**src/rtl/load_store_unit_pkg.sv**
```systemverilog
// Shared definitions for the byte-serial load/store unit.
// Access-size encodings, FSM states and the last-byte index helper.
package load_store_unit_pkg;

    localparam logic [1:0] SZ_BYTE = 2'b00;
    localparam logic [1:0] SZ_HALF = 2'b01;
    localparam logic [1:0] SZ_WORD = 2'b10;

    typedef enum logic [1:0] {
        IDLE,
        ACCESS,
        DRAIN,
        DONE
    } state_t;

    // Index of the final byte of an access (N-1).
    function automatic logic [1:0] last_idx(input logic [1:0] size);
        case (size)
            SZ_HALF: last_idx = 2'd1;
            SZ_WORD: last_idx = 2'd3;
            default: last_idx = 2'd0;
        endcase
    endfunction

endpackage

```
**src/rtl/load_store_unit_load_extend.sv**
```systemverilog
// Sign/zero extension of an assembled load word.
// Bytes above the access width are replaced by the fill value.
module load_extend
    import load_store_unit_pkg::*;
(
    input  logic [31:0] raw,
    input  logic [1:0]  size,
    input  logic        sign_ext,
    output logic [31:0] ext
);

    always_comb begin
        ext = raw;
        case (size)
            SZ_BYTE: ext = {{24{sign_ext & raw[7]}}, raw[7:0]};
            SZ_HALF: ext = {{16{sign_ext & raw[15]}}, raw[15:0]};
            default: ext = raw;
        endcase
    end

endmodule

```
**src/rtl/load_store_unit.sv**
```systemverilog
// Load/store unit driving a byte-wide synchronous data memory.
// Accesses are serialised one byte per cycle, little-endian.
module load_store_unit
    import load_store_unit_pkg::*;
#(
    parameter int ADDR_W = 5
) (
    input  logic              clk_i,
    input  logic              rst_i,
    input  logic              req_valid_i,
    output logic              req_ready_o,
    input  logic              IsMemRead,
    input  logic              IsMemWrite,
    input  logic [1:0]        size_i,
    input  logic              sign_ext_i,
    input  logic [31:0]       addr_i,
    input  logic [31:0]       data_i,
    output logic [31:0]       data_o,
    output logic              done_o,
    output logic              err_o,
    output logic [ADDR_W-1:0] mem_addr_o,
    output logic              mem_we_o,
    output logic [7:0]        mem_wdata_o,
    input  logic [7:0]        mem_rdata_i
);

    state_t            state_q;
    state_t            state_d;
    logic [1:0]        k_q;
    logic [ADDR_W-1:0] addr_q;
    logic [31:0]       wdata_q;
    logic [31:0]       raw_q;
    logic [1:0]        size_q;
    logic              sign_q;
    logic              load_q;
    logic              err_q;
    logic              accept;
    logic              bad_req;
    logic              no_op;
    logic              last;
    logic [31:0]       assembled;
    logic [31:0]       ext;
    logic              unused_addr;

    assign unused_addr = ^addr_i[31:ADDR_W];

    assign accept  = req_valid_i && (state_q == IDLE);
    assign no_op   = !IsMemRead && !IsMemWrite;
    assign bad_req = (size_i == 2'b11)
                   || (IsMemRead && IsMemWrite)
                   || (size_i == SZ_HALF && addr_i[0])
                   || (size_i == SZ_WORD && addr_i[1:0] != 2'b00);
    assign last    = (k_q == last_idx(size_q));

    always_ff @(posedge clk_i or negedge rst_i) begin
        if (!rst_i) state_q <= IDLE;
        else        state_q <= state_d;
    end

    always_comb begin
        state_d = state_q;
        unique case (state_q)
            IDLE: begin
                if (req_valid_i)
                    state_d = (bad_req || no_op) ? DONE : ACCESS;
            end
            ACCESS: begin
                if (last) state_d = load_q ? DRAIN : DONE;
            end
            DRAIN:   state_d = DONE;
            DONE:    state_d = IDLE;
            default: state_d = IDLE;
        endcase
    end

    always_comb begin
        req_ready_o = (state_q == IDLE);
        done_o      = (state_q == DONE);
        err_o       = (state_q == DONE) && err_q;
        mem_we_o    = (state_q == ACCESS) && !load_q;
        mem_addr_o  = '0;
        mem_wdata_o = 8'h00;
        if (state_q == ACCESS)
            mem_addr_o = addr_q + ADDR_W'(k_q);
        if (mem_we_o)
            mem_wdata_o = wdata_q[{k_q, 3'b000} +: 8];
    end

    // Final byte arrives during DRAIN and is merged straight into the result.
    always_comb begin
        assembled = raw_q;
        assembled[{last_idx(size_q), 3'b000} +: 8] = mem_rdata_i;
    end

    load_extend u_extend (
        .raw      (assembled),
        .size     (size_q),
        .sign_ext (sign_q),
        .ext      (ext)
    );

    always_ff @(posedge clk_i or negedge rst_i) begin
        if (!rst_i) begin
            k_q     <= 2'd0;
            addr_q  <= '0;
            wdata_q <= 32'h0;
            raw_q   <= 32'h0;
            size_q  <= SZ_BYTE;
            sign_q  <= 1'b0;
            load_q  <= 1'b0;
            err_q   <= 1'b0;
            data_o  <= 32'h0;
        end else begin
            if (accept) begin
                k_q     <= 2'd0;
                addr_q  <= addr_i[ADDR_W-1:0];
                wdata_q <= data_i;
                raw_q   <= 32'h0;
                size_q  <= size_i;
                sign_q  <= sign_ext_i;
                load_q  <= IsMemRead;
                err_q   <= bad_req;
            end
            if (state_q == ACCESS) begin
                k_q <= last ? 2'd0 : k_q + 2'd1;
                if (load_q && k_q != 2'd0)
                    raw_q[{k_q - 2'd1, 3'b000} +: 8] <= mem_rdata_i;
            end
            if (state_q == DRAIN)
                data_o <= ext;
        end
    end

endmodule

```
**config.mk**
```make
export PLATFORM = sky130hd
export DESIGN_NAME = load_store_unit
export DESIGN_NICKNAME = d
export VERILOG_FILES = /design/src/rtl/load_store_unit_pkg.sv /design/src/rtl/load_store_unit_load_extend.sv /design/src/rtl/load_store_unit.sv
export SDC_FILE = /design/constraint.sdc
export NUM_CORES = 1
export LEC_CHECK = 0
export CORE_AREA = 2 2 121 94
export DETAILED_ROUTE_END_ITERATION = 12
export DIE_AREA = 0 0 123 96
export PLACE_DENSITY = 0.8
export SETUP_SLACK_MARGIN = 0.05
export SKIP_CTS_REPAIR_TIMING = 1
export SLEW_MARGIN = 20
export SYNTH_ARGS = -nofsm -noshare
export SYNTH_HDL_FRONTEND = slang
export SYNTH_SLANG_ARGS = --single-unit
export TNS_END_PERCENT = 20
```
**constraint.sdc**
```tcl
create_clock -name clk_i -period 2.57 [get_ports clk_i]
set_input_delay 0.514 -clock clk_i [delete_from_list [all_inputs] [get_ports clk_i]]
set_output_delay 0.514 -clock clk_i [all_outputs]
set_load 0.1 [all_outputs]
```
Word-level counts from Yosys, hierarchy flattened
Index checks and enable logic that the tools add are counted.
{ "totals": {"inputBits": 80, "ff_bits": 110} }
{ "classes": {"bitwise": 2, "n_reduce_logical": 21, "shifts": 5, "add_sub_neg": 5, "muxes": 17, "eq_ne": 11} }
{ "ops": {"columns": ["op", "n"], "rows": [
  ["$mux W32", 3],
  ["$bwmux W32", 2],
  ["$pmux W32 S2", 1],
  ["$shift A8 B7 Y32 const A", 2],
  ["$shiftx A8 B7 Y32", 2],
  ["$shiftx A32 B6 Y8", 1],
  ["$neg A5 Y7", 2],
  ["$mux W2", 6],
  ["$eq A2 B2 Y1 const B", 5],
  ["$logic_and A1 B1 Y1", 8],
  ["$mux W8", 1],
  ["$pmux W2 S4", 1],
  ["$eq A2 B1 Y1 const B", 3],
  ["$reduce_bool A2 Y1", 3],
  ["$add A5 B2 Y5", 1],
  ["$mux W5", 1],
  ["$logic_not A2 Y1", 2],
  ["$logic_or A1 B1 Y1", 4],
  ["$ne A2 B2 Y1 const B", 2],
  ["$pmux W2 S2", 1],
  ["$logic_not A1 Y1", 3],
  ["$add A2 B1 Y2 const B", 1],
  ["$and A1 B1 Y1", 2],
  ["$eq A2 B2 Y1", 1],
  ["3 further kinds", 3]
]} }

Longest topological paths before layout
{ "depth": {"ltp_word": 8, "ltp_mapped": 9, "ltp_nobuf": 6} }

Cells and area by module
From an unflattened synthesis, not the netlist that was laid out.
{ "hier_totals": {"hier_cells": 507, "hier_area_um2": 5701.7} }
{ "by_module_without_submodules": {"columns": ["module", "cells_each", "area_per_inst_um2", "n_inst", "seq_area_each_um2"], "rows": [
  ["load_store_unit", 441, 5316.3, 1, 2752.6],
  ["load_extend", 66, 385.4, 1, 0.0]
]} }

Worst setup path after synthesis
OpenSTA, ideal clock, no wires.
{ "synth_timing": {"kind": "reg2out", "startpoint": "register k_q[0]", "endpoint": "output port mem_wdata_o[2]", "t_arrival_ps": 2431, "n_path_buf": 2, "setup_slack_ps": -375, "path_stages_with_launch": 5, "path_cell_list": "dfrtp_1 -> buf_2 -> buf_4 -> mux4_2 -> nor2b_1"} }
{ "synth_via": {"elab_chain_cells": 2} }
{ "synth_lines": {"columns": ["item", "line", "source"], "rows": [
  ["start, declared", "load_store_unit.sv:29", "logic [1:0] k_q;"],
  ["start signal, assigned", "load_store_unit.sv:125", "k_q <= last ? 2'd0 : k_q + 2'd1;"],
  ["$shiftx A32 B6 Y8", "load_store_unit.sv:86", "mem_wdata_o = wdata_q[{k_q, 3'b000} +: 8];"],
  ["$mux W8", "load_store_unit.sv:85", "if (mem_we_o)"],
  ["end, declared", "load_store_unit.sv:23", "output logic [7:0] mem_wdata_o,"]
]} }
No other way between the ends.

Final worst setup path
{ "layout_timing": {"startpoint": "register k_q[1]", "endpoint": "output port mem_addr_o[3]"} }
{ "layout_via": {"elab_chain_cells": 2} }
{ "layout_lines": {"columns": ["item", "line", "source"], "rows": [
  ["$add A5 B2 Y5", "load_store_unit.sv:84", "mem_addr_o = addr_q + ADDR_W'(k_q);"],
  ["$mux W5", "load_store_unit.sv:83", "if (state_q == ACCESS)"],
  ["end, declared", "load_store_unit.sv:21", "output logic [ADDR_W-1:0] mem_addr_o,"]
]} }
No other way between the ends.

==> summary.md <==
| Metric | Value |
|---|---|
| Max-Cap Viols | 0 |
| CP max FO | 8 |
| RSZ-0062 raised after global routing | no |
| GPL Wtd Cong | 0.823 |
| Synth async-reset ratio | 1.00 |
| Area of the core | 0.0107 sq mm |
| CP top delay family | flip-flops |
| Gr usage total | 0.209 |
| Drt drc | 0 |
| Status | completed |
| Min Hold Slack | 0.160 ns |
| Max Clock Skew | 0.00935 ns |
| Simple-gate share of the synthesized area | 0.114 |
| WP data arrival | 1.92 ns |
| Synth Flop Type | dfrtp_1 |
| Die Wd | 123 um |
| IO Pins | 129 |
| Vias per inst | 5.41 |
| Synth top area share | 0.531 |
| First-pass GRT wire length | 18900 um |
| Total number of vias | 3746 |
| Number of synthesized register bits | 110 |
| Worst Reg-to-Reg Cells | 6 |
| Maximum clock insertion buffer count | 2 |
| CP Class | reg -> out |
| Rows | 33 |
| Die area | 0.0118 sq mm |
| Adder and majority gate portion of the synthesized area | 0.0424 |
| Worst r2r src | size_q[0] |
| Layout cells sized above 1 | 0.266 |
| Leading area contributor after synthesis | dfrtp_1 |
| Slew margin rel. | 0.529 |
| DRT iter0 DRCs | 220 |
| Worst-Margin Slew | 0.704 ns |
| Fraction of synthesized area in multiplexers | 0.139 |
| Syn Inst Count | 451 |
| Seq/Total Area, Yosys | 0.531 |
| Largest family of logic cells by synthesized area | multiplexers |
| Mapped Area | 0.00519 sq mm |
| Worst reg2reg setup slack | 0.38 ns |
| Slowest stage cell, crit path | dfrtp_1 |
| Final ANT Viol Nets | 0 |
| Syn Area/Cell | 11.5 sq um |
| Post-synth EDFFs | 0 |
| Max-slew violation count | 0 |
| Reg2reg end | data_o[21] |
| Crit share post-route | 0.945 |
| Chip Height | 96 um |
| CTS H-tree depth | 3 |
| Xor/xnor share of the synthesized area | 0.0101 |
| CTS tree | done |
| Worst path bufs/invs | 1 |
| DP HPWL | 8270 um |
| Syn-to-layout area delta | 29.6% |
| Clock Root Buffer | clkbuf_16 |
| Clk_lat worst skew | 0.35 ns |
| Syn Nets | 548 |
| Dominant cells by area after synthesis | dfrtp_1 (53%), mux2_2 (10%), ha_1 (3.9%) |
| Final hold violation count | 0 |
| Achievable Freq | 0.412 GHz |
| Clk pin slew, worst setup/hold paths | 0.08 ns |
| Synth Area in Compound Gates | 0.123 |
| Tmin final | 2.43 ns |
| GR Overflow Total | 0 |
| NumNets Final | 646 |
| Distinct cell type count after synthesis | 40 |
| Routed length per placed instance | 16.7 um |
| Detailed Route WL | 11600 um |
| Max stage delay on crit path | 0.50 ns |
| Critical Path, Cell by Cell | ha_1 > a21o_1 > nand2_1 > xnor2_1 > and2_1 > buf_12 |
| Final setup fails | 0 |
| Initial antenna violation count | 0 |
| Clock sink count | 110 |
| CP Launch Type | register |
| Antenna cells | 0 |
| Worst endpoint required time | 2.06 ns |
| Num CTS Buffers | 9 |
| I/O Buffers | 101 |
| Yosys warns | 0 |
| Initial core utilization | 0.487 |
| Critical path capture point type | primary output |
| Largest net degree at the start of global routing | 65 |
| HP Class | in -> async |
| Number of global-route vias before repair | 3706 |
| DRT Pass-1 Iters | 4 |
[registers in the layout (all words and copies together) (netlist names)]
register / count
size_q: 2
state_q: 2
raw_q: 32
load_q: 1
data_o: 32
wdata_q: 32
err_q: 1
k_q: 2
sign_q: 1
addr_q: 5
[stage by stage]
step | instances | setup TNS, ns | utilization | worst slack (ns) | cell area, sq um
6_report | 693 | 0 | 0.631 | 0.141 | 6720
5_1_grt | 693 | 0 | 0.631 | 0.0510 | 6720
4_1_cts | 693 | 0 | 0.630 | 0.0717 | 6720
3_5_place_dp | 678 | 0 | 0.600 | 0.245 | 6390
3_3_place_gp | 678 | 0 | 0.600 | 0.336 | 6390
2_1_floorplan | 451 | -2.16 | - | -0.375 | 5190
[cells by family (layout without fill, tap and decap cells)]
kind of cell | count (synthesis) | after routing
compound gates | 98 | 98
xor+xnor | 6 | 6
buf+inv | 42 | 144
simple gates | 122 | 122
flops | 110 | 110
mux | 56 | 56
fa+ha+maj | 17 | 17
[per-layer routing]
metal | wire (um) | up-vias | part of all wire | track usage
met2 | 5560 | 91 | 0.48 | 0.345
li1 | - | 1779 | - | -
met5 | 0 | - | 0 | 0
met3 | 633 | 11 | 0.055 | 0.0444
met4 | 121 | 0 | 0.010 | 0.0511
met1 | 5250 | 1865 | 0.45 | 0.284
[placed cells by master (no fill, tap or decap), types with 2 or more instances in the layout]
master	count
nand3_1	18
a22o_2	2
a22o_1	15
xor2_1	4
inv_1	16
a31oi_1	17
dfrtp_1	110
clkbuf_16	9
and2_1	14
bufinv_16	2
mux4_2	8
nor2_1	36
ha_1	15
clkinv_4	2
nand2_1	36
buf_12	16
nor2b_2	3
mux2_2	47
a21oi_1	27
o21ai_0	23
nand2b_1	2
xnor2_1	2
nor2b_1	5
buf_4	46
clkdlybuf4s50_1	51
a22oi_1	7
[final cells by class]
type                    instances  area, sq um
clock buffers                   9          225
clock inverters                 6         96.3
fillers                       844         3930
inverters                      16         60.1
multi-input cells             299         2240
flip-flops and latches        110         2750
well taps                     140          175
repair buffers                113         1180
[synth_stat cells (2+ instances only)]
cell type,instances
dfrtp_1,110
mux2_2,47
nand2_1,36
nor2_1,36
a21oi_1,27
o21ai_0,23
nand3_1,18
a31oi_1,17
ha_1,16
inv_1,16
a22o_1,15
and2_1,15
clkbuf_1,11
mux4_2,8
nor2b_1,8
a22oi_1,7
buf_2,7
xor2_1,4
buf_6,3
nand2b_1,3
a22o_2,2
buf_4,2
dlygate4sd1_1,2
xnor2_1,2
[worst max path at each step]
stage | from | end | slack, ns | cells after the start
finish | k_q[1] | mem_addr_o[3] | 0.14 | 6
detailed placement | mem_rdata_i[7] | data_o[21] | 0.25 | 5
global placement | mem_rdata_i[7] | data_o[28] | 0.34 | 5
global route | k_q[1] | mem_addr_o[3] | 0.05 | 6
floorplan | k_q[0] | mem_wdata_o[4] | -0.37 | 4
CTS | k_q[0] | mem_addr_o[4] | 0.07 | 6
Power is not shown: default switching activity piles up to over one toggle a cycle in this logic, so the estimate is an artifact.
